[src/rtl/ultra_pkg.sv]
// ultra_pkg: shared carrier constants and scheduler state encoding.
package ultra_pkg;
   localparam int HALF_PERIOD_DEF = 625;
   localparam int PERIOD_CYCLES = 2 * HALF_PERIOD_DEF;
   typedef enum logic [1:0] {IDLE, BURST, DAMP, LISTEN} state_t;
endpackage

[src/rtl/ultrasonic_burst_scheduler_if.sv]
// ultrasonic_burst_scheduler_if: host start/done handshake and sweep configuration.
interface ultrasonic_burst_scheduler_if #(
   parameter int NUM_CH = 4,
   parameter int CYC_W  = 8,
   parameter int LST_W  = 16
);
   logic              start;
   logic [CYC_W-1:0]  burst_cycles;
   logic [LST_W-1:0]  listen_periods;
   logic [NUM_CH-1:0] ch_mask;
   logic              busy;
   logic              done;
   modport master (output start, burst_cycles, listen_periods, ch_mask, input busy, done);
   modport slave  (input start, burst_cycles, listen_periods, ch_mask, output busy, done);
endinterface

[src/rtl/ultra_carrier_gen.sv]
// ultra_carrier_gen: 50% duty carrier with period-start tick, end-of-period flag and period count.
module ultra_carrier_gen #(
   parameter int HALF  = 625,
   parameter int CNT_W = 16
) (
   input  logic             clk,
   input  logic             reset,
   input  logic             restart,
   input  logic             enable,
   output logic             carrier,
   output logic             tick,
   output logic             wrap,
   output logic [CNT_W-1:0] period
);
   localparam int PW = $clog2(2 * HALF);
   logic [PW-1:0] phase;
   assign wrap    = phase == PW'(2 * HALF - 1);
   assign carrier = enable && phase < PW'(HALF);
   assign tick    = enable && phase == '0;
   always_ff @(posedge clk or posedge reset)
      if (reset) begin
         phase  <= '0;
         period <= '0;
      end else if (restart) begin
         phase  <= '0;
         period <= '0;
      end else if (enable) begin
         phase <= wrap ? '0 : phase + 1'b1;
         if (wrap) period <= period + 1'b1;
      end
endmodule

[src/rtl/ultrasonic_burst_scheduler.sv]
// ultrasonic_burst_scheduler: per-channel 40 kHz burst then listen window, ascending channel order.
// ULTRA_ACTIVE_DAMP_EN inserts an anti-phase DAMP state between BURST and LISTEN.
module ultrasonic_burst_scheduler
   import ultra_pkg::*;
#(
   parameter int HALF_PERIOD = HALF_PERIOD_DEF,
   parameter int NUM_CH      = 4,
   parameter int CH_W        = 2,
   parameter int CYC_W       = 8,
   parameter int LST_W       = 16,
   parameter int DAMP_CYCLES = 2
) (
   input  logic                        clk,
   input  logic                        reset,
   ultrasonic_burst_scheduler_if.slave ctl,
   output logic [NUM_CH-1:0]           tx_drive,
   output logic [CH_W-1:0]             active_ch,
   output logic                        rx_window,
   output logic                        carrier_tick
);
`ifdef ULTRA_ACTIVE_DAMP_EN
   localparam state_t POST_BURST = DAMP;
`else
   localparam state_t POST_BURST = LISTEN;
`endif
   state_t            state, state_nxt;
   logic              restart, carrier, wrap, fin, done_r;
   logic              burst_end, damp_end, listen_end;
   logic [LST_W-1:0]  period, blm1, llm1;
   logic [NUM_CH-1:0] mask_r;
   logic              lo_ok, hi_ok;
   logic [CH_W-1:0]   lo_ch, hi_ch;

   ultra_carrier_gen #(.HALF(HALF_PERIOD), .CNT_W(LST_W)) u_gen (
      .clk(clk), .reset(reset), .restart(restart), .enable(state != IDLE),
      .carrier(carrier), .tick(carrier_tick), .wrap(wrap), .period(period)
   );

   assign burst_end  = wrap && period == blm1;
   assign damp_end   = wrap && period == LST_W'(DAMP_CYCLES - 1);
   assign listen_end = wrap && period == llm1;

   // lo_*: lowest channel of the incoming mask; hi_*: next latched channel above active_ch
   always_comb begin
      lo_ok = 1'b0;
      lo_ch = '0;
      hi_ok = 1'b0;
      hi_ch = '0;
      for (int i = NUM_CH - 1; i >= 0; i--) begin
         if (ctl.ch_mask[i]) begin
            lo_ok = 1'b1;
            lo_ch = CH_W'(i);
         end
         if (mask_r[i] && CH_W'(i) > active_ch) begin
            hi_ok = 1'b1;
            hi_ch = CH_W'(i);
         end
      end
   end

   always_comb begin
      state_nxt = state;
      restart   = 1'b0;
      fin       = 1'b0;
      case (state)
         IDLE: if (ctl.start) begin
            state_nxt = lo_ok ? BURST : IDLE;
            restart   = 1'b1;
            fin       = !lo_ok;
         end
         BURST: if (burst_end) begin
            state_nxt = POST_BURST;
            restart   = 1'b1;
         end
         DAMP: if (damp_end) begin
            state_nxt = LISTEN;
            restart   = 1'b1;
         end
         LISTEN: if (listen_end) begin
            state_nxt = hi_ok ? BURST : IDLE;
            restart   = 1'b1;
            fin       = !hi_ok;
         end
         default: state_nxt = IDLE;
      endcase
   end

   always_ff @(posedge clk or posedge reset)
      if (reset) state <= IDLE;
      else state <= state_nxt;

   always_ff @(posedge clk or posedge reset)
      if (reset) begin
         active_ch <= '0;
         mask_r    <= '0;
         blm1      <= '0;
         llm1      <= '0;
         done_r    <= 1'b0;
      end else begin
         done_r <= fin;
         if (state == IDLE && ctl.start) begin
            mask_r <= ctl.ch_mask;
            blm1   <= LST_W'(ctl.burst_cycles == '0 ? '0 : ctl.burst_cycles - 1'b1);
            llm1   <= ctl.listen_periods == '0 ? '0 : ctl.listen_periods - 1'b1;
            if (lo_ok) active_ch <= lo_ch;
         end else if (state == LISTEN && listen_end && hi_ok) begin
            active_ch <= hi_ch;
         end
      end

   assign tx_drive  = (state == BURST && carrier) || (state == DAMP && !carrier) ? NUM_CH'(1) << active_ch : '0;
   assign rx_window = state == LISTEN;
   assign ctl.busy  = state != IDLE;
   assign ctl.done  = done_r;
endmodule

[src/flat_wrapper.sv]
// flat-port wrapper written by rule: the top's interface ports become plain ports
module ultrasonic_burst_scheduler_flat import ultra_pkg::*;
#(
   parameter int HALF_PERIOD = HALF_PERIOD_DEF,
   parameter int NUM_CH      = 4,
   parameter int CH_W        = 2,
   parameter int CYC_W       = 8,
   parameter int LST_W       = 16,
   parameter int DAMP_CYCLES = 2
)
  (clk, reset, tx_drive, active_ch, rx_window, carrier_tick, ctl_start, ctl_burst_cycles, ctl_listen_periods, ctl_ch_mask, ctl_busy, ctl_done);
  ultrasonic_burst_scheduler_if #(.NUM_CH(NUM_CH), .CYC_W(CYC_W), .LST_W(LST_W)) ctl_i ();
  input  logic clk;
  input  logic reset;
  output logic [NUM_CH-1:0] tx_drive;
  output logic [CH_W-1:0] active_ch;
  output logic rx_window;
  output logic carrier_tick;
  input wire logic [$bits(ctl_i.start)-1:0] ctl_start;
  input wire logic [$bits(ctl_i.burst_cycles)-1:0] ctl_burst_cycles;
  input wire logic [$bits(ctl_i.listen_periods)-1:0] ctl_listen_periods;
  input wire logic [$bits(ctl_i.ch_mask)-1:0] ctl_ch_mask;
  output wire logic [$bits(ctl_i.busy)-1:0] ctl_busy;
  output wire logic [$bits(ctl_i.done)-1:0] ctl_done;
  assign ctl_i.start = ctl_start;
  assign ctl_i.burst_cycles = ctl_burst_cycles;
  assign ctl_i.listen_periods = ctl_listen_periods;
  assign ctl_i.ch_mask = ctl_ch_mask;
  assign ctl_busy = ctl_i.busy;
  assign ctl_done = ctl_i.done;
  ultrasonic_burst_scheduler #(.HALF_PERIOD(HALF_PERIOD), .NUM_CH(NUM_CH), .CH_W(CH_W), .CYC_W(CYC_W), .LST_W(LST_W), .DAMP_CYCLES(DAMP_CYCLES)) u_core (.clk(clk), .reset(reset), .ctl(ctl_i), .tx_drive(tx_drive), .active_ch(active_ch), .rx_window(rx_window), .carrier_tick(carrier_tick));
endmodule
[config.mk]
export PLATFORM = sky130hd
export DESIGN_NAME = ultrasonic_burst_scheduler_flat
export DESIGN_NICKNAME = d
export VERILOG_FILES = /design/src/rtl/ultra_pkg.sv /design/src/rtl/ultrasonic_burst_scheduler_if.sv /design/src/rtl/ultra_carrier_gen.sv /design/src/rtl/ultrasonic_burst_scheduler.sv /design/src/flat_wrapper.sv
export SDC_FILE = /design/constraint.sdc
export NUM_CORES = 1
export LEC_CHECK = 0
export ABC_AREA = 1
export ABC_CLOCK_PERIOD_IN_PS = 5010
export CAP_MARGIN = 20
export CELL_PAD_IN_SITES_DETAIL_PLACEMENT = 2
export CELL_PAD_IN_SITES_GLOBAL_PLACEMENT = 2
export CORE_MARGIN = 2
export CORE_UTILIZATION = 35
export DETAILED_ROUTE_END_ITERATION = 6
export PLACE_DENSITY = 0.88
export SYNTH_ARGS = -nofsm -noshare
export SYNTH_HDL_FRONTEND = slang
export SYNTH_HIERARCHICAL = 1
export SYNTH_SLANG_ARGS = --single-unit
export TNS_END_PERCENT = 50
[constraint.sdc]
create_clock -name clk -period 5.01 [get_ports clk]
set_input_delay 0.501 -clock clk [delete_from_list [all_inputs] [get_ports clk]]
set_output_delay 0.501 -clock clk [all_outputs]
set_load 0.02 [all_outputs]
==> impl_results.md, run 1 <==
- Top FF cell, synth: dfrtp_1
- Final min period: around 3.3 ns
- Residual DRC: 0
- CTS clk-pin slew, worst paths: around 0.05 ns
- Drt first pass iters: 4
- Cells after Synth: between 600 and 700
- DRT antenna net count: 0
- Via count: between 4000 and 5000
- Clock sinks: 60
- Port buffer count: 40
- Max frequency: 304.8 MHz
- GRT overflow: 0
- Placed cell count: 852
- Clock tree from TritonCTS: yes
- Cell area after layout: ~0.0053 mm²
- CP max FO: 9
- Dpl hpwl: 12540 µm
- Synth async-reset ratio: 1.000
- Worst hold margin: slightly above 0.5 ns
- Final period util: 0.6548
- Area Growth Syn to Fin: 19.71%
- Post-synthesis sequential area ratio: 0.3408
- Final RePlAce weighted congestion: approximately 0.86
- Maxcap violations: 0
- Final net count: between 700 and 800
- Met2 Track Usage GR: 0.4834
- Routed vias/inst: 5.241
- Post-synthesis cell area: between 0.004 and 0.005 mm²
- Cell area after placement: approximately 0.0050 mm²
- WL/cell: about 19 µm
- Core box area: roughly 0.012 mm²
- Startpoint type of the worst setup path: flop
- RSZ-0062 raised after global routing: false
- Yosys cell types: 41
- Final Util: 0.4336
- Clock Skews: about 0.0050 ns
- Synthesis Warnings: 6
- Fraction of layout cells with a size suffix above 1: 0.09857
- CTS HTree Levels: 3
- Cells resized by post-CTS repair: 0
- Leakage: between 2 and 3 nW
- Antenna violations before repair: 0
- CTS Buffer Depth: 2
- Arr. time, crit path: about 2.8 ns
- Die area: 0.01350 mm²
- Routed wire length: around 16000 µm
- Postcts setup bufs: 0
- Hold Violations, Final: 0
- First-pass GRT wire length: 26840 µm
- Status: complete, no violations
- Flops & latches, synth: 60
- Slew HR: 0.5428
- Commonest non-fill, non-tap cell in the layout: nand2_1
- Hold Crit Class: reg -> reg
- Largest net degree at the start of global routing: 34
- Hold Buf Count CTS: 0
- Kind of critical path: reg -> out
- Commonest cells after routing, fill and taps aside: nand2_1 (190), inv_1 (85), nor2_1 (74), dfrtp_1 (60)
- Critical path endpoint category: output port
- Die span in y: around 120 µm
- Setup TNS: 0 ns
- Grt met3 use: 0.05760
- Initial Utilization: 0.3622
- Skew-Pair Late Insertion Delay: approximately 0.35 ns
- Vias in the first global route: about 5300
- Met1 GRT Util: 0.2913
- Slew at the pin closest to its max-slew limit: about 0.68 ns
- EDFF count, synth: 0
- GRT Util Overall: 0.2600
- Initial DRC count: between 150 and 200
- Final Power: about 2.6 mW
- Power Density: around 500 mW/mm²
- Diodes inserted: 0
- Mean Syn Cell Area: between 6 and 7 µm²
- Setup violators final: 0
- I/O pins: 41
- Die W: roughly 120 µm
- GRT busiest layer: met2
- Fin. max-slew vios: 0
- Req. time, crit path: around 4.5 ns
- CTS Buf Count: 9
- Clock root cell: clkbuf_16
- Syn nets: just under 700
- Row count: 40
- VDD IR max: ~0.00021 V
- Fin cells: a little under 900
- Final WS setup: between 1.5 and 2 ns
- Place WS: 1.916 ns
power breakdown:
group | total [mW] | switching [mW] | internal, mW
combinational | 1.22 | 0.824 | 0.400
clock | 0.603 | 0.228 | 0.375
sequential | 0.812 | 0.175 | 0.637
state kept, by name (all words and copies together), names as in the netlist:
signal	cells
u_core/ctl.done	1
u_core/u_gen/phase	11
u_core/blm1	9
u_core/llm1	16
u_core/mask_r	3
u_core/u_gen/period	16
u_core/state	2
u_core/active_ch	2
critical path, cell delays in order, from the launching register on:
cell and delay [ns]:
dfrtp_1 0.41, inv_1 0.09, ha_1 0.24, inv_1 0.29, nand2_1 0.15, a21oi_1 0.18, mux2i_1 0.41, nor3_1 0.10
clkdlybuf4s50_1 0.57
logic make-up after synthesis:
logic type                 Yosys count  share of synthesized area
AOI/OAI and AO/OA                   66                    0.09174
xor gates and xnor gates            26                    0.05169
adders and majority gates           11                    0.03124
buffers and inverters              112                     0.1054
DFF                                 60                     0.3408
muxes                                1                   0.002272
and+or+nand+nor                    374                     0.3769
cell usage after synthesis (all sizes together) (3+ instances only):
| master | count | area (µm²) |
|---|---|---|
| nand2 | 198 | 768.2 |
| inv | 101 | 379.1 |
| nor2 | 84 | 340.3 |
| dfrtp | 60 | 1501 |
| nand3 | 42 | 220.2 |
| o21ai | 36 | 210.2 |
| nand4 | 30 | 200.2 |
| xor2 | 19 | 166.4 |
| nor3 | 15 | 91.34 |
| o22ai | 15 | 100.1 |
| ha | 11 | 137.6 |
| a21oi | 10 | 50.05 |
| xnor2 | 7 | 61.31 |
| buf | 6 | 52.55 |
| clkinv | 3 | 25.02 |
layer usage:
metal,part of all wire,up-vias
met5,0,-
met4,0.030,0
met3,0.026,38
met2,0.53,70
met1,0.41,2272
li1,-,2169
area by class of cell:
| cell class | instances | area, µm² |
|---|---|---|
| fillers | 1490 | 6888 |
| multi-input cells | 478 | 2440 |
| flip-flops and latches | 60 | 1501 |
| repair buffers | 42 | 435.4 |
| inverters | 104 | 404.1 |
| clock buffers | 15 | 277.8 |
| well taps | 168 | 210.2 |
| clock inverters | 1 | 5.005 |
worst paths after layout:
path / endpoint / cells past startpoint / startpoint / slack [ns]
max: tx_drive[3] / 8 / u_core/state[0] / 1.73
min: u_core/mask_r[3] / 2 / u_core/mask_r[3] / 0.50
max reg2reg: u_core/u_gen/period[10] / 19 / u_core/u_gen/phase[1] / 1.84
min reg2reg: u_core/mask_r[3] / 2 / u_core/mask_r[3] / 0.50
max in group asynchronous: u_core/u_gen/period[15] / 3 / reset / 3.96
min in group asynchronous: u_core/u_gen/period[7] / 2 / reset / 0.57
Note: power is estimated with default switching activity, not from simulation.
==> run 2, diff against run 1 <==
- ABC_CLOCK_PERIOD_IN_PS: 5010 -> 2700
- CORE_UTILIZATION: 35 -> 29
- PLACE_DENSITY: 0.88 -> 0.78
- clock period: 5.01 -> 2.7 ns (I/O delays scaled with it)
==> run 2 against run 1 <==
Count of clock-buffer cells in the layout is 3 lower. Utilization shrank 7.1 points. Worst hold slack lost 0.15 ns. Wire length down 3.0%. Global-route usage down 5.6 points. Die area up 20%. First-iteration DRC count shrank 13%. Non-clock buffer count rose by 18. Sequential power grew 79%. Critical path depth grew 1. Clock power increased by 71%. Critical endpoint is now tx_drive[0]. Largest cell class unchanged.
==> impl_results.md, run 2 (synthesized netlist as in run 1, its figures left out) <==
- Status: complete, no violations
- CTS Buffer Depth: 2
- CTS Buf Count: 9
- CP peak stage delay: roughly 0.40 ns
- Dpl hpwl: 12020 µm
- Via count: between 4000 and 5000
- Area Growth Syn to Fin: 23.63%
- Commonest cells after routing, fill and taps aside: nand2_1 (190), inv_1 (80), nor2_1 (72), dfrtp_1 (60), nand3_1 (40)
- CTS HTree Levels: 3
- VDD IR max: 0.0003003 V
- Initial Utilization: 0.2931
- Clock tree from TritonCTS: yes
- Startpoint type of the worst setup path: flop
- Die area: 0.01619 mm²
- Final Power: around 5 mW
- Hold Crit Class: in -> async
- GRT Util Overall: 0.2040
- Worst path cell trace: inv_1, ha_1, inv_2, nand2_1, a21oi_2, mux2i_2, buf_4, nor3_1, clkdlybuf4s15_1
- Register area: between 0.0015 and 0.002 mm²
- WL/cell: around 17 µm
- Kind of critical path: reg -> out
- Port buffer count: 40
- Final RePlAce weighted congestion: 0.8323
- Critical path endpoint category: output port
- Final min period: approximately 2.6 ns
- Diodes inserted: 0
- Largest net degree at the start of global routing: 34
- Hold Buf Count CTS: 0
- Routed wire length: around 16000 µm
- First-pass GRT wire length: between 20000 and 30000 µm
- Top delay family on crit path: buffers and inverters
- Switching share of power: 0.4604
- GRT overflow: 0
- Slew at the pin closest to its max-slew limit: a little over 0.6 ns
- Int Pwr: between 2 and 3 mW
- Vias in the first global route: 5114
- Filler Cell Count: 1794
- Commonest non-fill, non-tap cell in the layout: nand2_1
- Maxcap violations: 0
- Antenna violations before repair: 0
- Final period util: 0.9558
- Skew-Pair Late Insertion Delay: ~0.34 ns
- Power Density: roughly 900 mW/mm²
- Core box area: between 0.015 and 0.02 mm²
- Max frequency: ~390 MHz
- Sequential share of power: 0.294
- DRT antenna net count: 0
- Hold Violations, Final: 0
- Fin cells: approximately 910
- Row count: 45
- CP max FO: 5
- Leakage: 2.611 nW
- Fin. max-slew vios: 0
- Fraction of layout cells with a size suffix above 1: 0.1379
- Setup violators final: 0
- Clock share of power: 0.208
- Arr. time, crit path: between 2 and 2.5 ns
- Die W: approximately 130 µm
- Clock sinks: 60
- Slew HR: 0.5910
- Final net count: 756
- Sum of buffers and inverters on the critical path: 4
- Comb power frac: 0.498
- Req. time, crit path: between 2 and 2.5 ns
- Setup TNS: 0 ns
- Drt first pass iters: 4
- Residual DRC: 0
- Die span in y: ~130 µm
- Slowest CP cell: dfrtp_1
- CTS clk-pin slew, worst paths: ~0.050 ns
- Top Registers: u_core/llm1 (16), u_core/u_gen/period (16), u_core/u_gen/phase (11)
- Initial DRC count: around 130
- Switching Power: 2.270 mW
- Clock Skews: approximately 0.0052 ns
- Clock root cell: clkbuf_16
- Routed vias/inst: ~5.0
- Placed cell count: 888
- RSZ-0062 raised after global routing: true
- Area of the multi-input gates: ~0.0025 mm²
- I/O pins: slightly above 40
## run 2: metrics by stage
step	hold WS, ns	util	area, µm²	setup WS (ns)
after floorplan	0.3227	-	4405	0.4689
after global placement	0.4703	0.3403	5116	0.1900
after detailed placement	0.4900	0.3403	5116	0.01790
after CTS	0.3492	0.3588	5394	0.01306
after global routing	0.3922	0.3623	5446	-0.04327
final	0.3560	0.3623	5446	0.1193
## run 2: worst paths after layout
check | startpoint | to | slack (ns) | depth (start not counted)
min | reset | u_core/u_gen/phase[1] | 0.36 | 3
min reg2reg | u_core/mask_r[1] | u_core/mask_r[1] | 0.50 | 2
max | u_core/state[0] | tx_drive[0] | 0.12 | 9
min in group clk | u_core/mask_r[1] | u_core/mask_r[1] | 0.50 | 2
max reg2reg | u_core/u_gen/phase[1] | u_core/u_gen/period[15] | 0.21 | 19
max in group asynchronous | reset | u_core/llm1[5] | 1.97 | 3
## run 2: area by class of cell
cell class,count,area share
multi-input cells,479,0.4590
flip-flops and latches,60,0.2757
repair buffers,60,0.1009
inverters,104,0.07512
clock buffers,12,0.04342
well taps,188,0.04319
clock inverters,3,0.002757
## run 2: per-layer routing
layer	part of all wire	GRT usage	up-vias	wire, µm
met4	0.014	0.05042	0	214
met1	0.44	0.2423	2256	6912
met5	0	0	-	0
met2	0.53	0.3767	48	8314
li1	-	-	2200	-
met3	0.024	0.04104	20	386
## run 2: timing repair
item	4_1_cts	5_1_grt
buffers inserted	1	1
endpoints found under the setup margin	24	26
resized for setup	10	13
cloned	0	1
pin swaps	0	3
## run 2: worst register-to-register path, cell delays in order (launching register included)
cell and delay (ns):
dfrtp_1 0.42, inv_2 0.10, ha_1 0.16, nand2_1 0.05
inv_1 0.06, nand4_2 0.13, inv_2 0.08, inv_1 0.07
a21oi_2 0.11, nand4_1 0.12, nor2_2 0.13, nand4_1 0.09
nand4_1 0.08, nand2_1 0.06, inv_2 0.09, inv_1 0.07
nand2_2 0.21, nand2_8 0.16, nand2_1 0.10, o21ai_1 0.07
## run 2: power by group through the flow
stage	Sequential, mW	Combinational [mW]	Clock (mW)
global placement	1.44	2.21	0
detailed placement	1.46	2.32	0
CTS	1.45	2.40	1.06
floorplan	1.40	1.58	0
finish	1.45	2.46	1.03
global route	1.49	2.77	1.09
==> run 3, diff against run 2 <==
- CORE_MARGIN: 2 -> 4
- SLEW_MARGIN: default -> 20
==> run 3 against run 2 <==
First-iteration DRC count up 29%. Critical path depth up 9. Flip-flop and latch count unchanged. Clock skew up 0.00063 ns. Final area up 0.78%. Largest cell class unchanged. Highest routed layer unchanged.
==> impl_results.md, run 3 (synthesized netlist as in run 1, its figures left out) <==
- Critical path endpoint category: flop
- Final period util: 0.9534
- Top delay family on crit path: simple AND/OR/NAND/NOR gates
- Largest net degree at the start of global routing: 34
- CTS clk-pin slew, worst paths: 0.05 ns
- Via count: ~4500
- Setup violators final: 0
- Worst hold margin: around 0.35 ns
- Commonest non-fill, non-tap cell in the layout: nand2_1
- Met2 wire len: ~8500 µm
- DRT antenna net count: 0
- Sum of buffers and inverters on the critical path: 5
- Maxcap violations: 0
- Hold Violations, Final: 0
- Top Registers: u_core/llm1 (16), u_core/u_gen/period (16), u_core/u_gen/phase (11)
- CTS HTree Levels: 3
- Routed wire length: about 16000 µm
- Int Pwr: 2.819 mW
- Residual DRC: 0
- Leakage: roughly 2.7 nW
- Clock share of power: 0.232
- Die span in y: ~130 µm
- Clock tree from TritonCTS: yes
- Initial DRC count: 172
- Max frequency: ~390 MHz
- Worst path cell trace: inv_1, nand2_1, nor2_2, nand4_2, inv_1, inv_1, a21oi_1, nand4_1, nor2_2, nand4_1, nand4_1, nand2_1, inv_2, nor2_4, inv_6, nand2_1, o31ai_2, nor2_1
- GRT Util Overall: 0.1877
- Req. time, crit path: a little under 3 ns
- Fin. max-slew vios: 0
- Slew at the pin closest to its max-slew limit: between 0.5 and 0.6 ns
- Dpl hpwl: about 12000 µm
- Sequential share of power: 0.283
- Port buffer count: 40
- Filler Cell Count: ~1700
- Commonest cells after routing, fill and taps aside: nand2_1 (190), inv_1 (83), nor2_1 (72), dfrtp_1 (60), nand3_1 (40)
- Switching Power: 2.310 mW
- Antenna violations before repair: 0
- Top Metal Used: met4
- Slowest CP cell: dfrtp_1
- WL/cell: 17.95 µm
- Hold Crit Class: in -> async
- Slew HR: 0.5983
- Place WS: -0.005222 ns
- VDD IR max: 0.0003700 V
- Switching share of power: 0.4504
- Diodes inserted: 0
- Register area: 0.001501 mm²
- Skew-Pair Late Insertion Delay: about 0.34 ns
- Core box area: ~0.015 mm²
- Initial Utilization: 0.2997
- CP max FO: 7
- Arr. time, crit path: around 2.8 ns
- CTS Buffer Depth: 2
- Final net count: approximately 750
- Drt first pass iters: 4
- Kind of critical path: reg -> reg
- Fraction of layout cells with a size suffix above 1: 0.1297
- Final min period: approximately 2.6 ns
- I/O pins: 41
- Startpoint type of the worst setup path: flop
- First-pass GRT wire length: around 26000 µm
- CTS Buf Count: 9
- Die W: between 100 and 150 µm
- CP peak stage delay: 0.41 ns
- WL met1: 7019 µm
- Routed vias/inst: slightly above 5
- Status: complete, no violations
- Area of the multi-input gates: 0.002506 mm²
- Clock Skews: about 0.0058 ns
- Final Power: between 5 and 6 mW
- Clock root cell: clkbuf_16
- Met3 WL: 494 µm
- Clock sinks: 60
- Hold Buf Count CTS: 0
- Final RePlAce weighted congestion: around 0.86
- Area Growth Syn to Fin: 24.60%
- Final WS setup: 0.1259 ns
- Comb power frac: 0.485
- Vias in the first global route: between 5000 and 6000
- Power Density: between 900 and 1000 mW/mm²
- GRT overflow: 0
- Row count: between 40 and 50
- Die area: around 0.017 mm²
-- run 3: cell types whose count changed in the layout (fill, tap and decap cells not counted), sizes merged, moves of 2 or more --
| cell | previous run | this run |
|---|---|---|
| buf | 20 | 18 |
| clkbuf | 12 | 15 |
| clkinv | 7 | 3 |
| dlygate4sd2 | 3 | 1 |
| dlymetal6s2s | 1 | 4 |
-- run 3: what timing repair did --
item,4_1_cts,5_1_grt
gates cloned,0,1
pin swaps,0,2
endpoints found under the setup margin,6,26
setup buffers,0,1
resized for setup,4,16
-- run 3: power groups by stage --
stage	Combinational (mW)	Sequential (mW)	Clock, mW
floorplan	1.58	1.40	0
global placement	2.21	1.44	0
detailed placement	2.33	1.46	0
CTS	2.39	1.46	1.23
global route	2.79	1.50	1.26
finish	2.49	1.45	1.19
-- run 3: final timing paths --
path / start / endpoint / slack (ns) / cells after the start
worst max-delay path: u_core/u_gen/phase[9] / u_core/u_gen/phase[7] / 0.13 / 18
worst min-delay path: reset / u_core/u_gen/phase[0] / 0.35 / 3
worst max register to register: u_core/u_gen/phase[9] / u_core/u_gen/phase[7] / 0.13 / 18
worst min register to register: u_core/mask_r[3] / u_core/mask_r[3] / 0.50 / 2
max in group asynchronous: reset / u_core/llm1[15] / 1.99 / 3
min in group clk: u_core/mask_r[3] / u_core/mask_r[3] / 0.50 / 2
-- run 3: layout make-up --
type	instances	area share
inverter	104	0.07454
multi-input combinational	479	0.4566
sequential	60	0.2735
timing repair buffer	58	0.09916
tap	184	0.04194
clock inverter	1	0.005471
clock buffer	15	0.04878
-- run 3: metal layers --
layer,vias to the layer above,track usage
li1,2201,-
met1,2277,0.2263
met2,45,0.3465
met3,14,0.03976
met4,0,0.03676
met5,-,0
-- run 3: through the flow --
step	std cells	utilization	instance area [µm²]	TNS, ns
2_1_floorplan	650	-	4405	0
3_3_place_gp	883	0.3472	5104	0
3_5_place_dp	883	0.3472	5104	-0.005222
4_1_cts	899	0.3685	5416	0
5_1_grt	901	0.3734	5489	-0.05211
6_report	901	0.3734	5489	0
-- run 3: tightest hold or removal path: stages --
cell,delay (ns)
clkdlybuf4s50_1,0.42
inv_1,0.07
buf_4,0.35
